## src/rtl/rr_dist_pkg.sv

```systemverilog
// rr_dist_pkg: shared constants and types for the round-robin distributor.
package rr_dist_pkg;

   localparam int unsigned PerfCntWidth = 32;

   typedef logic [PerfCntWidth-1:0] perf_cnt_t;

endpackage

```

## src/rtl/rr_dist_tree_lzc.sv

```systemverilog
// rr_dist_tree_lzc: trailing-zero counter used for the fair target search.
// empty_o flags an all-zero input; cnt_o is then 0.
module rr_dist_tree_lzc #(
   parameter int unsigned Width    = 4,
   parameter int unsigned CntWidth = $clog2(Width)
) (
   input  logic [Width-1:0]    in_i,
   output logic [CntWidth-1:0] cnt_o,
   output logic                empty_o
);

   // Scan from the top down so the lowest set bit is the last one written.
   always_comb begin
      cnt_o = '0;
      for (int unsigned i = Width; i > 0; i--) begin
         if (in_i[i-1]) cnt_o = CntWidth'(i - 1);
      end
   end

   assign empty_o = ~|in_i;

endmodule

```

## src/rtl/rr_dist_tree.sv

```systemverilog
// rr_dist_tree: steers one upstream req/gnt stream to NumOut downstream ports
// in rotating or externally selected order through a one-entry output register.
// Optional per-port handshake counters: define RR_DIST_PERF_CNT_EN.
module rr_dist_tree
   import rr_dist_pkg::*;
#(
   parameter int unsigned NumOut    = 4,
   parameter int unsigned DataWidth = 32,
   parameter bit          ExtSel    = 1'b0,
   parameter bit          FairDist  = 1'b1,
   parameter int unsigned IdxWidth  = $clog2(NumOut)
) (
   input  logic                 clk_i,
   input  logic                 rst_i,
   input  logic                 flush_i,
   input  logic [NumOut-1:0]    en_i,
   input  logic [IdxWidth-1:0]  sel_i,
   input  logic                 req_i,
   output logic                 gnt_o,
   input  logic [DataWidth-1:0] data_i,
   output logic [NumOut-1:0]    req_o,
   input  logic [NumOut-1:0]    gnt_i,
   output logic [DataWidth-1:0] data_o,
   output logic [IdxWidth-1:0]  idx_o,
   output logic                 drop_o
`ifdef RR_DIST_PERF_CNT_EN
   ,
   output perf_cnt_t [NumOut-1:0] perf_cnt_o
`endif
);

   typedef logic [IdxWidth-1:0]  idx_t;
   typedef logic [DataWidth-1:0] data_t;

   logic  valid_q;
   data_t data_q;
   idx_t  idx_q;
   idx_t  rr_q;

   idx_t  tgt_idx;
   idx_t  rr_nxt;
   logic  tgt_ok;
   logic  tgt_drop;
   logic  gnt_sel;
   logic  out_hs;
   logic  acc;

   function automatic idx_t next_idx(input idx_t i);
      return (i == idx_t'(NumOut - 1)) ? '0 : i + idx_t'(1);
   endfunction

   // Ready of the port the held beat addresses; an out-of-range index reads 0.
   always_comb begin
      gnt_sel = 1'b0;
      for (int unsigned k = 0; k < NumOut; k++) begin
         if (idx_q == idx_t'(k)) gnt_sel = gnt_i[k];
      end
   end

   assign out_hs = valid_q & gnt_sel;
   assign gnt_o  = ~rst_i & ~flush_i & (~valid_q | out_hs) & tgt_ok;
   assign acc    = req_i & gnt_o;
   assign drop_o = acc & tgt_drop;

   if (ExtSel) begin : g_ext
      logic unused_en;
      assign unused_en = ^en_i;
      assign tgt_idx   = sel_i;
      assign tgt_ok    = 1'b1;
      assign tgt_drop  = ({1'b0, sel_i} >= (IdxWidth + 1)'(NumOut));
      assign rr_nxt    = '0;
   end else begin : g_rr
      logic unused_sel;
      assign unused_sel = ^sel_i;
      assign tgt_drop   = 1'b0;
      assign rr_nxt     = next_idx(tgt_idx);

      if (FairDist) begin : g_fair
         logic [NumOut-1:0] en_hi;
         logic [NumOut-1:0] en_lo;
         idx_t              cnt_hi;
         idx_t              cnt_lo;
         logic              empty_hi;
         logic              empty_lo;
         logic              unused_empty_lo;

         // Split enables at the pointer: search at/above it first, then wrap below.
         always_comb begin
            en_hi = '0;
            en_lo = '0;
            for (int unsigned k = 0; k < NumOut; k++) begin
               en_hi[k] = en_i[k] & (idx_t'(k) >= rr_q);
               en_lo[k] = en_i[k] & (idx_t'(k) <  rr_q);
            end
         end

         rr_dist_tree_lzc #(
            .Width    (NumOut),
            .CntWidth (IdxWidth)
         ) u_lzc_hi (
            .in_i    (en_hi),
            .cnt_o   (cnt_hi),
            .empty_o (empty_hi)
         );

         rr_dist_tree_lzc #(
            .Width    (NumOut),
            .CntWidth (IdxWidth)
         ) u_lzc_lo (
            .in_i    (en_lo),
            .cnt_o   (cnt_lo),
            .empty_o (empty_lo)
         );

         assign unused_empty_lo = empty_lo;
         assign tgt_idx         = empty_hi ? cnt_lo : cnt_hi;
         assign tgt_ok          = |en_i;
      end else begin : g_strict
         logic unused_en;
         assign unused_en = ^en_i;
         assign tgt_idx   = rr_q;
         assign tgt_ok    = 1'b1;
      end
   end

   // Output register and rotation pointer; a reload on handshake keeps req_o high.
   always_ff @(posedge clk_i) begin
      if (rst_i || flush_i) begin
         valid_q <= 1'b0;
         data_q  <= '0;
         idx_q   <= '0;
         rr_q    <= '0;
      end else if (acc) begin
         valid_q <= ~tgt_drop;
         data_q  <= data_i;
         idx_q   <= tgt_idx;
         rr_q    <= rr_nxt;
      end else if (out_hs) begin
         valid_q <= 1'b0;
      end
   end

   // Decode the held index into a onehot0 valid vector.
   always_comb begin
      req_o = '0;
      for (int unsigned k = 0; k < NumOut; k++) begin
         req_o[k] = valid_q & (idx_q == idx_t'(k));
      end
   end

   assign data_o = data_q;
   assign idx_o  = idx_q;

`ifdef RR_DIST_PERF_CNT_EN
   perf_cnt_t [NumOut-1:0] perf_cnt_q;

   // Count completed downstream handshakes per port, wrapping naturally.
   always_ff @(posedge clk_i) begin
      if (rst_i || flush_i) begin
         perf_cnt_q <= '0;
      end else begin
         for (int unsigned k = 0; k < NumOut; k++) begin
            if (out_hs && (idx_q == idx_t'(k))) perf_cnt_q[k] <= perf_cnt_q[k] + perf_cnt_t'(1);
         end
      end
   end

   assign perf_cnt_o = perf_cnt_q;
`endif

endmodule

```

## config.mk

```make
export PLATFORM = sky130hd
export DESIGN_NAME = rr_dist_tree
export DESIGN_NICKNAME = d
export VERILOG_FILES = /design/src/rtl/rr_dist_pkg.sv /design/src/rtl/rr_dist_tree_lzc.sv /design/src/rtl/rr_dist_tree.sv
export SDC_FILE = /design/constraint.sdc
export NUM_CORES = 1
export LEC_CHECK = 0
export CAP_MARGIN = 20
export CORE_MARGIN = 4
export CORE_UTILIZATION = 37
export DETAILED_ROUTE_END_ITERATION = 12
export PLACE_DENSITY = 0.89
export SYNTH_ARGS = -nofsm -noshare
export SYNTH_HDL_FRONTEND = slang
export SYNTH_SLANG_ARGS = --single-unit
export TNS_END_PERCENT = 20
```

## constraint.sdc

```tcl
create_clock -name clk_i -period 2.4 [get_ports clk_i]
set_input_delay 0.72 -clock clk_i [delete_from_list [all_inputs] [get_ports clk_i]]
set_output_delay 0.72 -clock clk_i [all_outputs]
set_load 0.03 [all_outputs]
```

======== After elaboration in Yosys (flattened, before gate mapping) ========
Index checks and enable logic that the tools add are counted.
word-level totals
  flip-flop bits (word level) ............. 37
  bits of input ports ..................... 46
  output and inout port bits .............. 40
  word-level logic and storage cells ...... 59
operators by class
  add/sub/neg operators ................... 1
  order comparisons ....................... 8
  eq/ne operators ......................... 4
  muxes and demuxes ....................... 16
  bitwise gates (word level) .............. 21
  reductions and logical operators ........ 5
operators by type and width
  kind                                                              number
  two-way mux 2 bit                                                 10
  AND 1 bit                                                         17
  OR reduction 4 bit                                                2
  == test 2 bit, second input constant                              3
  two-way mux 1 bit                                                 6
  greater-or-equal comparator 1 x 2 -> 1 bit, first input constant  2
  greater-or-equal comparator 2 bit, first input constant           2
  less-than comparator 1 x 2 -> 1 bit, first input constant         2
  less-than comparator 2 bit, first input constant                  2
  inverter 1 bit                                                    3
  adder 2 x 1 -> 2 bit, second input constant                       1
  == test 2 x 1 -> 1 bit, second input constant                     1
  logical NOT 2 bit                                                 1
  nonzero test 2 bit                                                1
  logical OR 1 bit                                                  1
  bitwise OR 1 bit                                                  1

======== Depth between registers and ports, before layout ========
Gate-level depths: netlist of the first run.
  word-level depth ........................ 11
  depth in mapped cells ................... 7
  mapped depth without buffers ............ 5

======== Hierarchy ========
From an unflattened synthesis of the first run, not the netlist that was laid out.
unflattened totals
  cells, all modules ...................... 203
  area total of the unflattened synthesis .. 1639.1 um^2
modules (own cells, without submodules)
  module            times used  cells each  area an instance (um^2)  seq. area each (um^2)
  rr_dist_tree      1           191         1566.5                   740.7
  rr_dist_tree_lzc  2           6           36.3                     0.0

======== Worst setup path after synthesis of the first run ========
OpenSTA, ideal clock, no wires.
  kind .................................... input port to output port
  from .................................... input port en_i[3]
  to ...................................... output port gnt_o
  data arrival time ....................... 1.476 ns
  data required time ...................... 1.680 ns
  setup slack ............................. 0.204 ns
  cell stages on the path ................. 3
  buffers on the path ..................... 0
  cell sequence ........................... or4_1 -> nand2_1 -> nor2_1
between the ends
  word-level cells in the longest chain between the ends .. 2
RTL lines
  what                RTL line             source
  start, declared     rr_dist_tree.sv:16   input logic [NumOut-1:0] en_i,
  OR reduction 4 bit  rr_dist_tree.sv:117  assign tgt_ok = |en_i;
  AND 1 bit           rr_dist_tree.sv:61   assign gnt_o = ~rst_i & ~flush_i & (~valid_q | out_hs) & tgt_ok;
  end, declared       rr_dist_tree.sv:19   output logic gnt_o,
Every way passes these cells.

======== Worst setup path in the final report of the first run ========
  from .................................... input port en_i[1]
  to ...................................... output port gnt_o
The elaborated chain is that of the path after synthesis.

==> key figures, run 1 <==
Status
  • Outcome: finished clean

Routing
  • Via count: 1,372
  • Via density: 4.65
  • Routed wire length: 3900 microns
  • Number of routed nets with antenna violations: 0
  • Drt first pass iters: 4
  • Routed WL per cell: 13.2 microns
  • Starting DRT DRC Count: 43
  • Drt drc: 0

CTS
  • CTS tree: built
  • Worst-Skew Late Latency: 0.28 ns
  • Clk slew on worst S/H paths: 0.07 ns
  • CTS root buffer: clkbuf_8
  • Clock Sink Count: 37
  • Clock buffer count from CTS: 5
  • CTS H-tree lvls: 2
  • Clk buf depth: 2
  • # Post-CTS Setup Buffers: 0

Timing
  • Final min period: 2.37 ns
  • RSZ-0062 raised after global routing: no
  • Worst Tran Pin Value: 0.665 ns
  • Clock Skews: 0.00881 ns
  • Setup WS post-layout: 0.0333 ns
  • F_max: 423 MHz
  • Setup violations, final: 0
  • Final hold viol count: 0
  • Slew Viols, Final: 0
  • Final period util: 98.6%
  • Worst slew margin: 55.7%
  • Setup TNS: 0 ns

GRT
  • GRT Resource Usage Total: 15.3%
  • Largest net degree at the start of global routing: 36
  • Vias in the first global route: 1,419
  • Global-route wire length before repair: 6270 microns
  • Grt total ovfl: 0
  • Initial antenna violation count: 0

Critical path
  • Crit path launch: en_i[1]
  • CP Data Required Time: 1.68 ns
  • Critical Path End Type: primary output
  • Worst path slowest cell: or4_4
  • Kind of critical path: in -> out
  • R2R Path Start: idx_o[0]
  • Critical Path End: gnt_o
  • Worst Path Arrival: 1.65 ns
  • Crit-path cells: buf_2 > or4_4 > nand2_2 > nor2_2 > buf_4
  • Cell depth of the worst flop-to-flop path: 7
  • Crit-path max cell delay: 0.54 ns
  • CP startpoint kind: primary input
  • Worst reg2reg setup slack: 0.71 ns
  • Largest delay contributor family on the critical path: simple AND/OR/NAND/NOR gates
  • Crit path max fanout: 2
  • Critical path depth: 5
  • Crit Reg-Reg Endpoint: data_o[14]
  • Buf+Inv Stages, Crit Path: 2

Floorplan
  • I/O pin total: 86
  • Rows: 22
  • Core area: 3770 sq um
  • Die area: 5080 sq um
  • Die X: 71.3 microns
  • DIE HEIGHT: 71.3 microns
  • Starting Density: 39.3%

Finish
  • Post-layout util: 67.7%
  • Final net count: 292
  • Most frequent cells in the layout: 71 x clkdlybuf4s50_1, 39 x nor2_1, 37 x dfxtp_1, 32 x mux2i_1, 10 x buf_4
  • Layout cells sized above 1: 13.4%
  • Ant. Diodes: 0
  • Final Cell Area: 2550 sq um
  • Fillers: 298
  • Leading cell type in the layout, fill and taps excluded: clkdlybuf4s50_1
  • Layout area overhead: 72.5%
  • Final Non-Filler Cells: 295

Yosys
  • Synth cell types: 23
  • Cells after Synth: 154
  • Yosys warning total: 0
  • Post-Synthesis Cell Area: 1480 sq um
  • Seq/Total Area, Yosys: 50.0%
  • Syn_area_per_cell: 9.61 sq um
  • Number of synthesized register bits: 37
  • Synthesized Nets: 200

Placement
  • Final Wtd Congestion: 0.725
  • Cell Count Post-Placement: 287
  • Buffers on Ports: 82
  • Placed Area: 2440 sq um
  • Pre-CTS WS: -0.730 ns
  • DP HPWL: 2970 microns

Power and ir drop
  • VDD IR max: 389 uV
  • Leakage: 0.937 nW
  • Pwr/cell area: 536 nW/um^2

Worst hold path
  • HP Start: data_o[23]
  • Min-Delay Path Class: reg -> reg

Run
  • Max-cap violations: 0
[tightest hold or removal path, cell delays in order (launching register included)]
cell and delay, ns:
dfxtp_1 0.33, mux2i_1 0.06, nor2_1 0.07
[metal layers]
metal	track usage, %	vias to the layer above	routed length (microns)
met4	5.01	0	34
met5	0	-	0
met3	5.89	4	351
li1	-	692	-
met1	17.3	627	1620
met2	26.3	49	1890
[through the flow]
stage,hold slack [ns],power (mW)
after global placement,0.471,0.834
after global routing,0.525,1.42
after CTS,0.500,1.38
after detailed placement,0.483,0.839
after floorplan,0.518,0.724
final,0.493,1.37
[cells by family (layout without fill, tap and decap cells)]
group / after synthesis / after routing / share of synthesized area, %
and+or+nand+nor: 52 / 52 / 14.7
buffers and inverters: 13 / 106 / 4.90
other: 1 / 1 / 0.253
muxes: 34 / 34 / 23.2
DFF: 37 / 37 / 50.0
xor gates and xnor gates: 1 / 1 / 0.592
AOI/OAI and AO/OA: 16 / 16 / 6.34
[repair_timing]
item,in CTS,in global routing
endpoints found under the setup margin,2,1
resized for setup,28,4
hold buffers,0,0
pin swaps,4,2
[synth_stat cells]
master / n / area (sq um)
buf_1: 1 / 3.75
a211oi_1: 1 / 7.51
nor2_1: 41 / 154
mux2_2: 2 / 22.5
inv_1: 4 / 15.0
or2_2: 1 / 6.26
a21oi_1: 8 / 40.0
dfxtp_1: 37 / 741
mux2i_1: 32 / 320
clkbuf_1: 3 / 11.3
buf_2: 1 / 5.00
buf_4: 2 / 15.0
or4_1: 1 / 7.51
nand3_2: 1 / 10.0
xnor2_1: 1 / 8.76
conb_1: 1 / 3.75
a22o_1: 1 / 8.76
nand2_1: 4 / 15.0
o22ai_2: 1 / 12.5
o21ai_0: 5 / 25.0
nor2_2: 1 / 6.26
buf_6: 2 / 22.5
nand2b_1: 3 / 18.8
[sequential cells by signal (all words and copies together) (netlist names)]
register,flops
data_o,32
idx_o,2
rr_q,2
valid_q,1
[power by group]
| group | internal, mW | switching, mW |
|---|---|---|
| registers | 0.622 | 0.00483 |
| logic | 0.115 | 0.0806 |
| clock network | 0.339 | 0.208 |
| total | 1.08 | 0.293 |
[how the worst min path moves through the flow]
stage / cells after the start / endpoint
after floorplan: 2 / rr_q[0]
after global placement: 2 / data_o[28]
after detailed placement: 2 / data_o[23]
after CTS: 2 / data_o[23]
after global routing: 2 / data_o[30]
final: 2 / data_o[23]
[layout make-up]
type	count	area [sq um]	area share, %
sequential	37	741	29.0
tap	48	60.1	2.35
clock inverter	1	30.0	1.18
clock buffer	7	86.3	3.38
multi-input combinational	104	698	27.3
timing repair buffer	94	923	36.2
inverter	4	15.0	0.588
No activity file was read; power rests on OpenSTA's default activity.
==> run 2: changes to the inputs <==
--- a/config.mk
+++ b/config.mk
@@ -6,10 +6,9 @@
 export NUM_CORES = 1
 export LEC_CHECK = 0
 export CAP_MARGIN = 20
-export CORE_MARGIN = 4
-export CORE_UTILIZATION = 37
+export CORE_UTILIZATION = 40
 export DETAILED_ROUTE_END_ITERATION = 12
-export PLACE_DENSITY = 0.89
+export PLACE_DENSITY = 0.94
 export SYNTH_ARGS = -nofsm -noshare
 export SYNTH_HDL_FRONTEND = slang
 export SYNTH_SLANG_ARGS = --single-unit
==> constraint.sdc (replaced) <==
create_clock -name clk_i -period 2.85 [get_ports clk_i]
set_input_delay 0.855 -clock clk_i [delete_from_list [all_inputs] [get_ports clk_i]]
set_output_delay 0.855 -clock clk_i [all_outputs]
set_load 0.03 [all_outputs]
==> run 2 against run 1 <==
Compared with the run above: register-to-register slack better by 0.23 ns; die area is 22% lower; critical path type unchanged; first-iteration DRC count shrank 2.3%; flip-flop and latch count did not move; largest power group unchanged; worst setup slack better by 0.056 ns; non-clock buffer count fell by 3; routed wire length fell by 11%; sequential power is 16% lower; worst hold slack improved by 0.0029 ns.
==> key figures, run 2 (synthesis gave the netlist of run 1 again) <==
GRT
  • GRT Resource Usage Total: 19.0% (+3.7 points)
  • Global-route wire length before repair: 5950 microns (-5.0%)
  • Largest net degree at the start of global routing: 36 (unchanged)
  • Vias in the first global route: 1,408 (-0.78%)
  • Initial antenna violation count: 0 (unchanged)
  • Grt total ovfl: 0 (unchanged)

Finish
  • Ant. Diodes: 0 (unchanged)
  • Most frequent cells in the layout: 77 x clkdlybuf4s50_1, 41 x nor2_1, 37 x dfxtp_1, 32 x mux2i_1
  • Area of the multi-input gates: 678 sq um (-2.9%)
  • Leading cell type in the layout, fill and taps excluded: clkdlybuf4s50_1
  • Final net count: 289 (-1.0%)
  • Max reg flops: 32 (unchanged)
  • Final Non-Filler Cells: 290 (-1.7%)
  • Fillers: 271 (-9.1%)
  • Seq. cell area: 741 sq um (unchanged)
  • Post-layout util: 72.6% (+4.8 points)
  • Layout area overhead: 68.7%
  • Layout cells sized above 1: 10.7% (-2.7 points)

Floorplan
  • Rows: 21 (-4.5%)
  • I/O pin total: 86 (unchanged)
  • Starting Density: 43.0% (+3.8 points)
  • Die area: 3950 sq um (-22%)
  • Die X: 62.8 microns (-12%)
  • Core area: 3440 sq um (-8.7%)
  • DIE HEIGHT: 62.8 microns (-12%)

Timing
  • RSZ-0062 raised after global routing: no
  • F_max: 362 MHz
  • Final min period: 2.76 ns
  • Worst Tran Pin Value: 0.644 ns (-0.0202 ns)
  • Slew Viols, Final: 0 (unchanged)
  • Worst slew margin: 57.0% (+1.3 points)
  • Clock Skews: 0.0102 ns (+0.00142 ns)
  • Setup violations, final: 0 (unchanged)
  • Final period util: 96.9%
  • Setup WS post-layout: 0.0897 ns (+0.0564 ns)
  • Final hold viol count: 0 (unchanged)

Power and ir drop
  • Pwr/cell area: 426 nW/um^2 (-21%)
  • VDD IR max: 268 uV (-31%)
  • Leakage: 0.903 nW (-3.6%)

Placement
  • Pre-CTS WS: -0.528 ns (+0.203 ns)
  • Cell Count Post-Placement: 282 (-1.7%)
  • Buffers on Ports: 82 (unchanged)
  • DP HPWL: 2610 microns (-12%)
  • Final Wtd Congestion: 0.783 (+8.0%)

CTS
  • CTS Hold Buffers Added: 0 (unchanged)
  • CTS H-tree lvls: 2 (unchanged)
  • CTS root buffer: clkbuf_8
  • CTS tree: built
  • # Post-CTS Setup Buffers: 0 (unchanged)
  • Clock buffer count from CTS: 5 (unchanged)
  • Clk slew on worst S/H paths: 0.07 ns (about the same)
  • Clk buf depth: 2 (unchanged)
  • Worst-Skew Late Latency: 0.28 ns (about the same)
  • Clock Sink Count: 37 (unchanged)

Critical path
  • Worst Path Arrival: 1.91 ns (+0.26 ns)
  • CP Data Required Time: 2.00 ns (+0.32 ns)
  • Crit path max fanout: 2 (unchanged)
  • Kind of critical path: in -> out
  • CP startpoint kind: primary input
  • Critical Path End Type: primary output

Worst hold path
  • Min-Delay Path Class: reg -> reg

Status
  • Outcome: finished clean

Routing
  • Via density: 4.68 (+0.69%)
  • Via count: 1,358 (-1.0%)
  • Drt drc: 0 (unchanged)
  • Starting DRT DRC Count: 42 (-2.3%)
  • Routed wire length: 3470 microns (-11%)
  • Routed WL per cell: 12.0 microns (-9.5%)
  • Drt first pass iters: 4 (unchanged)
  • Number of routed nets with antenna violations: 0 (unchanged)

Run
  • Max-cap violations: 0 (unchanged)
-- run 2: area by class of cell --
cell class	count	area share, %
Clock buffer	6	3.31
Clock inverter	2	0.551
Inverter	4	0.601
Multi-Input combinational cell	104	27.2
Sequential cell	37	29.7
Tap cell	46	2.30
Timing Repair Buffer	91	36.4
-- run 2: timing repair --
item,4_1_cts,5_1_grt
pin swaps,2,1
setup endpoints to repair,1,1
resized for setup,10,2
-- run 2: path summary, 6_finish.rpt --
check | from | end | slack (ns) | cells past startpoint
worst max-delay path | gnt_i[2] | gnt_o | 0.09 | 5
worst min-delay path | data_o[30] | data_o[30] | 0.50 | 2
worst max register to register | idx_o[0] | data_o[22] | 0.94 | 7
worst min register to register | data_o[30] | data_o[30] | 0.50 | 2
-- run 2: per-stage QoR --
stage                     cell area, sq um  TNS [ns]  power [mW]  hold WS, ns
after global placement                2400    -0.525       0.697        0.470
after detailed placement              2400    -0.528       0.701        0.486
final                                 2500         0        1.06        0.496
after global routing                  2500         0        1.12        0.522
after CTS                             2490         0        1.07        0.501
after floorplan                       1480         0       0.610        0.518
-- run 2: layer usage --
layer	track usage, %	vias up	wire length [microns]
li1	-	689	-
met1	20.0	615	1450
met2	34.8	50	1730
met3	7.12	4	259
met4	5.23	0	23
met5	0	-	0
-- run 2: power breakdown --
group | total (mW) | switching (mW) | internal, mW
clock | 0.377 | 0.182 | 0.196
sequential | 0.528 | 0.00415 | 0.524
combinational | 0.159 | 0.0646 | 0.0940
total | 1.06 | 0.250 | 0.814
-- run 2: critical path, cell delays in order --
cell and delay (ns):
clkdlybuf4s50_1 0.40, mux2_2 0.27, o22ai_2 0.15, nor2_1 0.07
buf_4 0.16
==> run 3: changes to the inputs <==
--- a/config.mk
+++ b/config.mk
@@ -5,10 +5,12 @@
 export SDC_FILE = /design/constraint.sdc
 export NUM_CORES = 1
 export LEC_CHECK = 0
+export ABC_CLOCK_PERIOD_IN_PS = 2850
 export CAP_MARGIN = 20
 export CORE_UTILIZATION = 40
 export DETAILED_ROUTE_END_ITERATION = 12
 export PLACE_DENSITY = 0.94
+export SLEW_MARGIN = 15
 export SYNTH_ARGS = -nofsm -noshare
 export SYNTH_HDL_FRONTEND = slang
 export SYNTH_SLANG_ARGS = --single-unit
==> results of run 3 <==
No change in the layout: final DEF, timing and power equal those of run 2.
